`src/rtl/checkbit_pkg.sv`:
```
// Shared definitions for the checkbit transmitter, receiver and checker.
// State encoding and parity-mode constants must stay identical across all three.
package checkbit_pkg;

    typedef enum logic [2:0] {
        S_IDLE  = 3'd0,
        S_START = 3'd1,
        S_DATA  = 3'd2,
        S_PAR   = 3'd3,
        S_STOP  = 3'd4
    } state_t;

    localparam logic FUN_EVEN = 1'b0;
    localparam logic FUN_ODD  = 1'b1;

endpackage

```
`src/rtl/checkbit_parity.sv`:
```
// Combinational check-bit generator: reduction XOR of the word, inverted for odd mode.
// Shared with the receive-side checker so both ends agree on the parity rule.
module checkbit_parity
    import checkbit_pkg::*;
#(
    parameter int unsigned WIDTH = 32
) (
    input  logic [WIDTH-1:0] data,
    input  logic             fun,
    output logic             par
);

    always_comb begin
        par = (^data) ^ (fun == FUN_ODD);
    end

endmodule

```
`src/rtl/checkbit_tx.sv`:
```
// Serial transmitter: start bit, WIDTH data bits LSB first, parity bit, stop bit.
// Each bit is held on txd for BIT_CYCLES clocks; txd is driven from a register.
module checkbit_tx
    import checkbit_pkg::*;
#(
    parameter int unsigned WIDTH      = 32,
    parameter int unsigned BIT_CYCLES = 1
) (
    input  logic             clk,
    input  logic             reset,
    input  logic [WIDTH-1:0] date,
    input  logic             fun,
    input  logic             start,
    output logic             ready,
    output logic             txd,
    output logic             busy,
    output logic             done,
    output logic             parity
);

    localparam int unsigned BCW = (BIT_CYCLES > 1) ? $clog2(BIT_CYCLES) : 1;
    localparam int unsigned BTW = $clog2(WIDTH);
    localparam logic [BCW-1:0] BAUD_LAST = BCW'(BIT_CYCLES - 1);
    localparam logic [BTW-1:0] BIT_LAST  = BTW'(WIDTH - 1);

    state_t           state_q, state_d;
    logic [WIDTH-1:0] shift_q, shift_d;
    logic [BCW-1:0]   baud_q,  baud_d;
    logic [BTW-1:0]   bit_q,   bit_d;
    logic             par_q,   par_d;
    logic             txd_q,   txd_d;
    logic             done_q,  done_d;
    logic             par_calc;
    logic             baud_last;

    checkbit_parity #(.WIDTH(WIDTH)) u_parity (
        .data (date),
        .fun  (fun),
        .par  (par_calc)
    );

    assign baud_last = (baud_q == BAUD_LAST);

    always_ff @(posedge clk or negedge reset) begin
        if (!reset) begin
            state_q <= S_IDLE;
            shift_q <= '0;
            baud_q  <= '0;
            bit_q   <= '0;
            par_q   <= 1'b0;
            txd_q   <= 1'b1;
            done_q  <= 1'b0;
        end else begin
            state_q <= state_d;
            shift_q <= shift_d;
            baud_q  <= baud_d;
            bit_q   <= bit_d;
            par_q   <= par_d;
            txd_q   <= txd_d;
            done_q  <= done_d;
        end
    end

    // txd_d is the line level for the state being entered, so txd_q lines up with state_q.
    always_comb begin
        state_d = state_q;
        shift_d = shift_q;
        baud_d  = baud_q;
        bit_d   = bit_q;
        par_d   = par_q;
        txd_d   = 1'b1;
        done_d  = 1'b0;

        unique case (state_q)
            S_IDLE: begin
                if (start) begin
                    shift_d = date;
                    par_d   = par_calc;
                    baud_d  = '0;
                    bit_d   = '0;
                    state_d = S_START;
                    txd_d   = 1'b0;
                end
            end

            S_START: begin
                txd_d = 1'b0;
                if (baud_last) begin
                    baud_d  = '0;
                    state_d = S_DATA;
                    txd_d   = shift_q[0];
                end else begin
                    baud_d = baud_q + 1'b1;
                end
            end

            S_DATA: begin
                txd_d = shift_q[0];
                if (baud_last) begin
                    baud_d  = '0;
                    shift_d = shift_q >> 1;
                    if (bit_q == BIT_LAST) begin
                        state_d = S_PAR;
                        txd_d   = par_q;
                    end else begin
                        bit_d = bit_q + 1'b1;
                        txd_d = shift_q[1];
                    end
                end else begin
                    baud_d = baud_q + 1'b1;
                end
            end

            S_PAR: begin
                txd_d = par_q;
                if (baud_last) begin
                    baud_d  = '0;
                    state_d = S_STOP;
                    txd_d   = 1'b1;
                end else begin
                    baud_d = baud_q + 1'b1;
                end
            end

            S_STOP: begin
                txd_d = 1'b1;
                if (baud_last) begin
                    baud_d  = '0;
                    bit_d   = '0;
                    state_d = S_IDLE;
                    done_d  = 1'b1;
                end else begin
                    baud_d = baud_q + 1'b1;
                end
            end

            default: begin
                state_d = S_IDLE;
            end
        endcase
    end

    assign ready  = (state_q == S_IDLE);
    assign busy   = (state_q != S_IDLE);
    assign txd    = txd_q;
    assign done   = done_q;
    assign parity = par_q;

endmodule

```
`config.mk`:
```
export PLATFORM = sky130hd
export DESIGN_NAME = checkbit_tx
export DESIGN_NICKNAME = d
export VERILOG_FILES = /design/src/rtl/checkbit_pkg.sv /design/src/rtl/checkbit_parity.sv /design/src/rtl/checkbit_tx.sv
export SDC_FILE = /design/constraint.sdc
export NUM_CORES = 1
export LEC_CHECK = 0
export BUFFER_PORTS_ARGS = -buffer_cell sky130_fd_sc_hd__buf_2
export CORE_MARGIN = 5
export CORE_UTILIZATION = 45
export CTS_CLUSTER_SIZE = 30
export DETAILED_ROUTE_END_ITERATION = 7
export PLACE_DENSITY = 0.69
export SETUP_SLACK_MARGIN = 0.1
export SLEW_MARGIN = 20
export SYNTH_ARGS = -nofsm -noshare
export SYNTH_HDL_FRONTEND = slang
export SYNTH_SLANG_ARGS = --single-unit
export TNS_END_PERCENT = 30
```
`constraint.sdc`:
```
create_clock -name clk -period 1.6 [get_ports clk]
set_input_delay 0.32 -clock clk [delete_from_list [all_inputs] [get_ports clk]]
set_output_delay 0.32 -clock clk [all_outputs]
set_load 0.03 [all_outputs]
```
# Word-level counts from Yosys, hierarchy flattened

Index checks and enable logic that the tools add are counted.
Widths: inputs -> output; s select.

Bitwise gates (word level): 1
Mux-type cells: 26
Add/sub/neg operators: 2
Reductions and logical operators: 12
Equal/unequal tests: 12

Operators with widths:

| cell                | count |
|---|---|
| $mux 32             | 2 |
| $pmux 32 s2         | 1 |
| $reduce_xor 32->1   | 1 |
| $mux 5              | 4 |
| $mux 3              | 6 |
| $pmux 3 s5          | 1 |
| $pmux 5 s3          | 1 |
| $ne 2x2->1 const B  | 7 |
| $mux 1              | 9 |
| $eq 3x2->1 const B  | 2 |
| $reduce_and 6->1    | 1 |
| $reduce_bool 3->1   | 2 |
| $add 5x1->5 const B | 1 |
| $eq 5x5->1 const B  | 1 |
| $reduce_and 5->1    | 1 |
| $pmux 1 s4          | 1 |
| $reduce_and 2->1    | 2 |
| $reduce_bool 2->1   | 2 |
| $reduce_or 4->1     | 1 |
| $eq 3x1->1 const B  | 1 |
| $eq 3x3->1 const B  | 1 |
| $logic_not 3->1     | 1 |
| $reduce_and 3->1    | 1 |
| $pmux 1 s2          | 1 |
| 2 further kinds     | 2 |

Logic and storage cells: 60
Register bits after elaboration: 44
Output and inout port bits: 5
Input bits: 36

# Depth between registers and ports, before layout

Word-level depth: 4
Gate-level depth with buffers: 8
Gate-level depth less buffers: 8

# Modules after synthesis

Synthesis repeated with hierarchy kept, for this count alone.

Cells, all modules: 223
Area, all modules: 2359.8 µm²

Modules (own cells, without submodules):

| module          | area each (µm²) | cells each | sequential area each (µm²) | instances |
|---|---|---|---|---|
| checkbit_tx     | 2074.5          | 192        | 1077.3                     | 1 |
| checkbit_parity | 285.3           | 31         | 0.0                        | 1 |

# Least setup slack after synthesis

Ideal clock, no wire load.

Kind: reg2reg
From: register state_q[0]
To: register shift_q[11]
Stages on the path, launching flop included: 8
Path buffers: 2
Period minus slack after synthesis: 2.410 ns
Data arrival time: 2.276 ns
Required time: 1.466 ns
Slack: -0.810 ns
Setup time: 0.134 ns
Cells stage by stage: dfrtp_1 buf_2 nor3_1 inv_2 nor2_4 buf_6 mux2i_1 o21ai_0

Longest elaborated chain between the ends: 3
Elaborated cells on any way between the ends: 7
Classes of those cells: 3 x eq/ne; 1 x mux; 3 x reduce/logical

RTL lines:

| element                                                                 | RTL line          | text |
|---|---|---|
| start: declaration                                                      | checkbit_tx.sv:26 | `state_t state_q, state_d;` |
| start signal: assignment                                                | checkbit_tx.sv:54 | `state_q <= state_d;` |
| $logic_not 3->1 *                                                       | --                |  |
| named net ready                                                         | checkbit_tx.sv:14 | `output logic ready,` |
| $ne 2x2->1 (no source line) / $reduce_bool 2->1 (equally long branches) | --                |  |
| $reduce_and 3->1 (no source line)                                       | --                |  |
| end signal: assignment                                                  | checkbit_tx.sv:55 | `shift_q <= shift_d;` |
| end: declaration                                                        | checkbit_tx.sv:27 | `logic [WIDTH-1:0] shift_q, shift_d;` |

Mark *: on every way through the listed nets, which the timed path passes. The rest lies on a longest branch.
A chain may end at the register's enable or synchronous reset.

# Final worst setup path

From: register bit_q[0]
To: register bit_q[0]

Longest elaborated chain between the ends: 4
Elaborated cells on any way between the ends: 7
Classes of those cells: 1 x add/sub; 2 x eq/ne; 3 x mux; 1 x reduce/logical

RTL lines:

| element                  | RTL line           | text |
|---|---|---|
| start: declaration       | checkbit_tx.sv:29  | `logic [BTW-1:0] bit_q, bit_d;` |
| start signal: assignment | checkbit_tx.sv:57  | `bit_q <= bit_d;` |
| $add 5x1->5              | checkbit_tx.sv:106 | `bit_d = bit_q + 1'b1;` |
| $mux 5                   | checkbit_tx.sv:102 | `if (bit_q == BIT_LAST) begin` |
| $mux 5                   | checkbit_tx.sv:99  | `if (baud_last) begin` |
| $pmux 5 s3               | checkbit_tx.sv:74  | `unique case (state_q)` |

Several ways; a longest one is shown, not always the timed one. The select of a mux whose other input is x is not followed.

==> flow_metrics.tcl <==
set metrics [dict create \
    rsz0062_at_grt "yes" \
    layoutNonFillerInstCount 349 \
    placed_cell_area_sq_um 2671 \
    fmax_ghz 0.6209 \
    grt_max_degree 33 \
    critPathRequiredTime_ns 1.79 \
    finalSetupViolations 3 \
    globalplace.congestion 0.7031 \
    h-tree-depth 2 \
    syn_inst 219 \
    startpoint_type "register" \
    antenna_found_initial 0 \
    grt_pass1_wl_microns 8542 \
    synth_warnings 0 \
    ys_top_cells_by_area "dfrtp_1, mux2i_1, xnor2_1" \
    wl_per_cell_microns 15.31 \
    synth_most_common_cell "dfrtp_1" \
    synth_cell_types 29 \
    dp_cells 332 \
    synth_edf_count 0 \
    final_cell_area_sq_um 3122 \
    finalPower_w 0.005798 \
    drt-total-wl_microns 5342 \
    viasPerCell 5.069 \
    netlist.area_leader.share 0.4605 \
    track_usage 0.1700 \
    first_iter_violations 52 \
    r2r_end "bit_q[0]$_DFFE_PN0P_" \
    pre_cts_ws_ns -0.3433 \
    grt-ovfl-total 0 \
    powerDensity_nw_per_um2 1857 \
    start_util 0.4555 \
    clkTransAtPathRegs_ns 0.09 \
    cap_violations 0 \
    r2r_slack_ns -0.01 \
    area_delta_synth_final_pct 36.79 \
    synthesis.nets 257 \
    die_w_microns 81.22 \
    port_buffers 40 \
    clock_sinks 43 \
    num_vias 1769 \
    netlist_area_sq_um 2282 \
    slew_headroom 0.6735 \
    timing.hold.ws_ns 0.2775 \
    slew_viol_final 0 \
    fin_nets 316 \
    drive_above_1_share 0.3477 \
    cts_tree "yes" \
    startpoint "bit_q[0]$_DFFE_PN0P_" \
    hpwl_microns 3210 \
    hold_class "input port to register" \
    finalHoldViolCount 0 \
    p_leak_nw 1.376 \
    ys_ff_latch 43 \
    cts_buffers 5 \
    synthTopCellsByCount "dfrtp_1, nand2_1, mux2i_1, o21ai_0, xnor2_1" \
    die_h_microns 81.22 \
    drtPass1Iterations 4 \
    ios 41 \
    cts_buffer_depth 2 \
    root_buffer "clkbuf_8" \
    cp.arrival_ns 1.80 \
    n_fill_cell 413 \
    violations "setup timing" \
    drc_errors 0 \
    ir_drop_mv 0.7970 \
    core_sq_um 5010 \
    multi_input_area_sq_um 1256 \
    yosys_most_used_dff "dfrtp_1" \
    worstSetupEndpoint "bit_q[0]$_DFFE_PN0P_" \
    r2r_cells 6 \
    fin_ws_ns -0.01050 \
    grt_pass1_vias 1778 \
    seq_area_sq_um 1079 \
    crit_type "register to register" \
    synth_top_area_cell "dfrtp_1" \
    worstSkewPairLatency_ns 0.30 \
    critPathMaxFanout 3 \
    syn_area_per_cell_sq_um 10.42 \
    endpoint_kind "register" \
    worst_pin_slew_ns 0.4898 \
    ant_nets 0 \
    antennaDiodeCount 0 \
    die-area_sq_um 6596 \
    status "complete, but fails checks" \
    r2r_start "bit_q[0]$_DFFE_PN0P_" \
    finalClockSkew_ns 0.009997 \
    async_flop_share 1.000 \
    rows 26 \
    finalCritPeriodShare 1.007 \
    seq_area_frac_synth 0.4720 \
    min_period_ns 1.611 \
]
## power breakdown
group | internal [W] | total (W) | leakage [nW] | switching [W]
sequential | 0.00160 | 0.00189 | 0.537 | 0.000294
combinational | 0.00156 | 0.00305 | 0.780 | 0.00149
clock | 0.000465 | 0.000854 | 0.0581 | 0.000389
total | 0.00363 | 0.00580 | 1.38 | 0.00217
## cell usage in the layout (no fill, tap or decap), types with 3 or more instances in the layout
master	n
dfrtp_1	41
buf_2	35
nand2_1	34
mux2i_1	28
o21ai_1	26
xnor2_1	24
buf_4	13
o21ai_0	6
nor2_1	5
clkbuf_8	5
buf_12	5
mux2i_2	4
xor2_1	4
xnor2_2	4
buf_6	4
mux2_4	3
clkbuf_16	3
## registers in the layout, summed over array words and instances, names as in the netlist
signal / count
txd: 1
done: 1
bit_q: 5
shift_q: 32
parity: 1
state_q: 3
## critical path, cell delays in order (launching register included)
cell and delay, ns:
dfrtp_1 0.39, ha_2 0.19, and3_4 0.16, ha_4 0.16, nand2b_4 0.15, a21o_1 0.19
mux2_4 0.26
## how the worst min path moves through the flow
stage / startpoint / end / slack [ns] / cells after the start
after floorplan: reset / bit_q[0]$_DFFE_PN0P_ / 0.02 / 0
after global placement: reset / shift_q[0]$_DFFE_PN0P_ / 0.30 / 1
after detailed placement: reset / shift_q[0]$_DFFE_PN0P_ / 0.31 / 1
after CTS: date[31] / shift_q[31]$_DFFE_PN0P_ / 0.28 / 3
after global routing: date[31] / shift_q[31]$_DFFE_PN0P_ / 0.29 / 3
final: date[31] / shift_q[31]$_DFFE_PN0P_ / 0.28 / 3
## cell families after synthesis
group | after synthesis | share of synthesized area
buffers and inverters | 15 | 0.03564
and+or+nand+nor | 51 | 0.09759
adders and majority gates | 2 | 0.01096
DFF | 43 | 0.4720
AOI/OAI and AO/OA | 39 | 0.09210
xor gates and xnor gates | 34 | 0.1365
muxes | 35 | 0.1552
## timing repair
item	4_1_cts	5_1_grt
hold endpoints to repair	17	0
hold buffers	1	0
setup buffers	0	3
setup endpoints to repair	35	40
resized for setup	29	23
pin swaps	23	16
gates cloned	2	3
## layer usage
metal / global-route usage / part of all wire / up-vias
li1: - / - / 858
met1: 0.2090 / 0.45 / 857
met2: 0.2989 / 0.50 / 46
met3: 0.03769 / 0.038 / 8
met4: 0.04730 / 0.014 / 0
met5: 0 / 0 / -
## final cells by class
| class | count | share of cell area |
|---|---|---|
| Clock inverter | 3 | 0.01403 |
| Inverter | 3 | 0.004409 |
| Tap cell | 70 | 0.02806 |
| Multi-Input combinational cell | 161 | 0.4024 |
| Timing Repair Buffer | 64 | 0.1836 |
| Clock buffer | 5 | 0.02204 |
| Sequential cell | 43 | 0.3455 |
## per-stage QoR
stage | TNS, ns | utilization
after floorplan | -7.369 | -
after global placement | -0.4601 | 0.5332
after detailed placement | -0.5574 | 0.5332
after CTS | -0.03234 | 0.5902
after global routing | -1.182 | 0.6231
final | -0.02029 | 0.6231
Note: power is estimated with default switching activity, not from simulation.
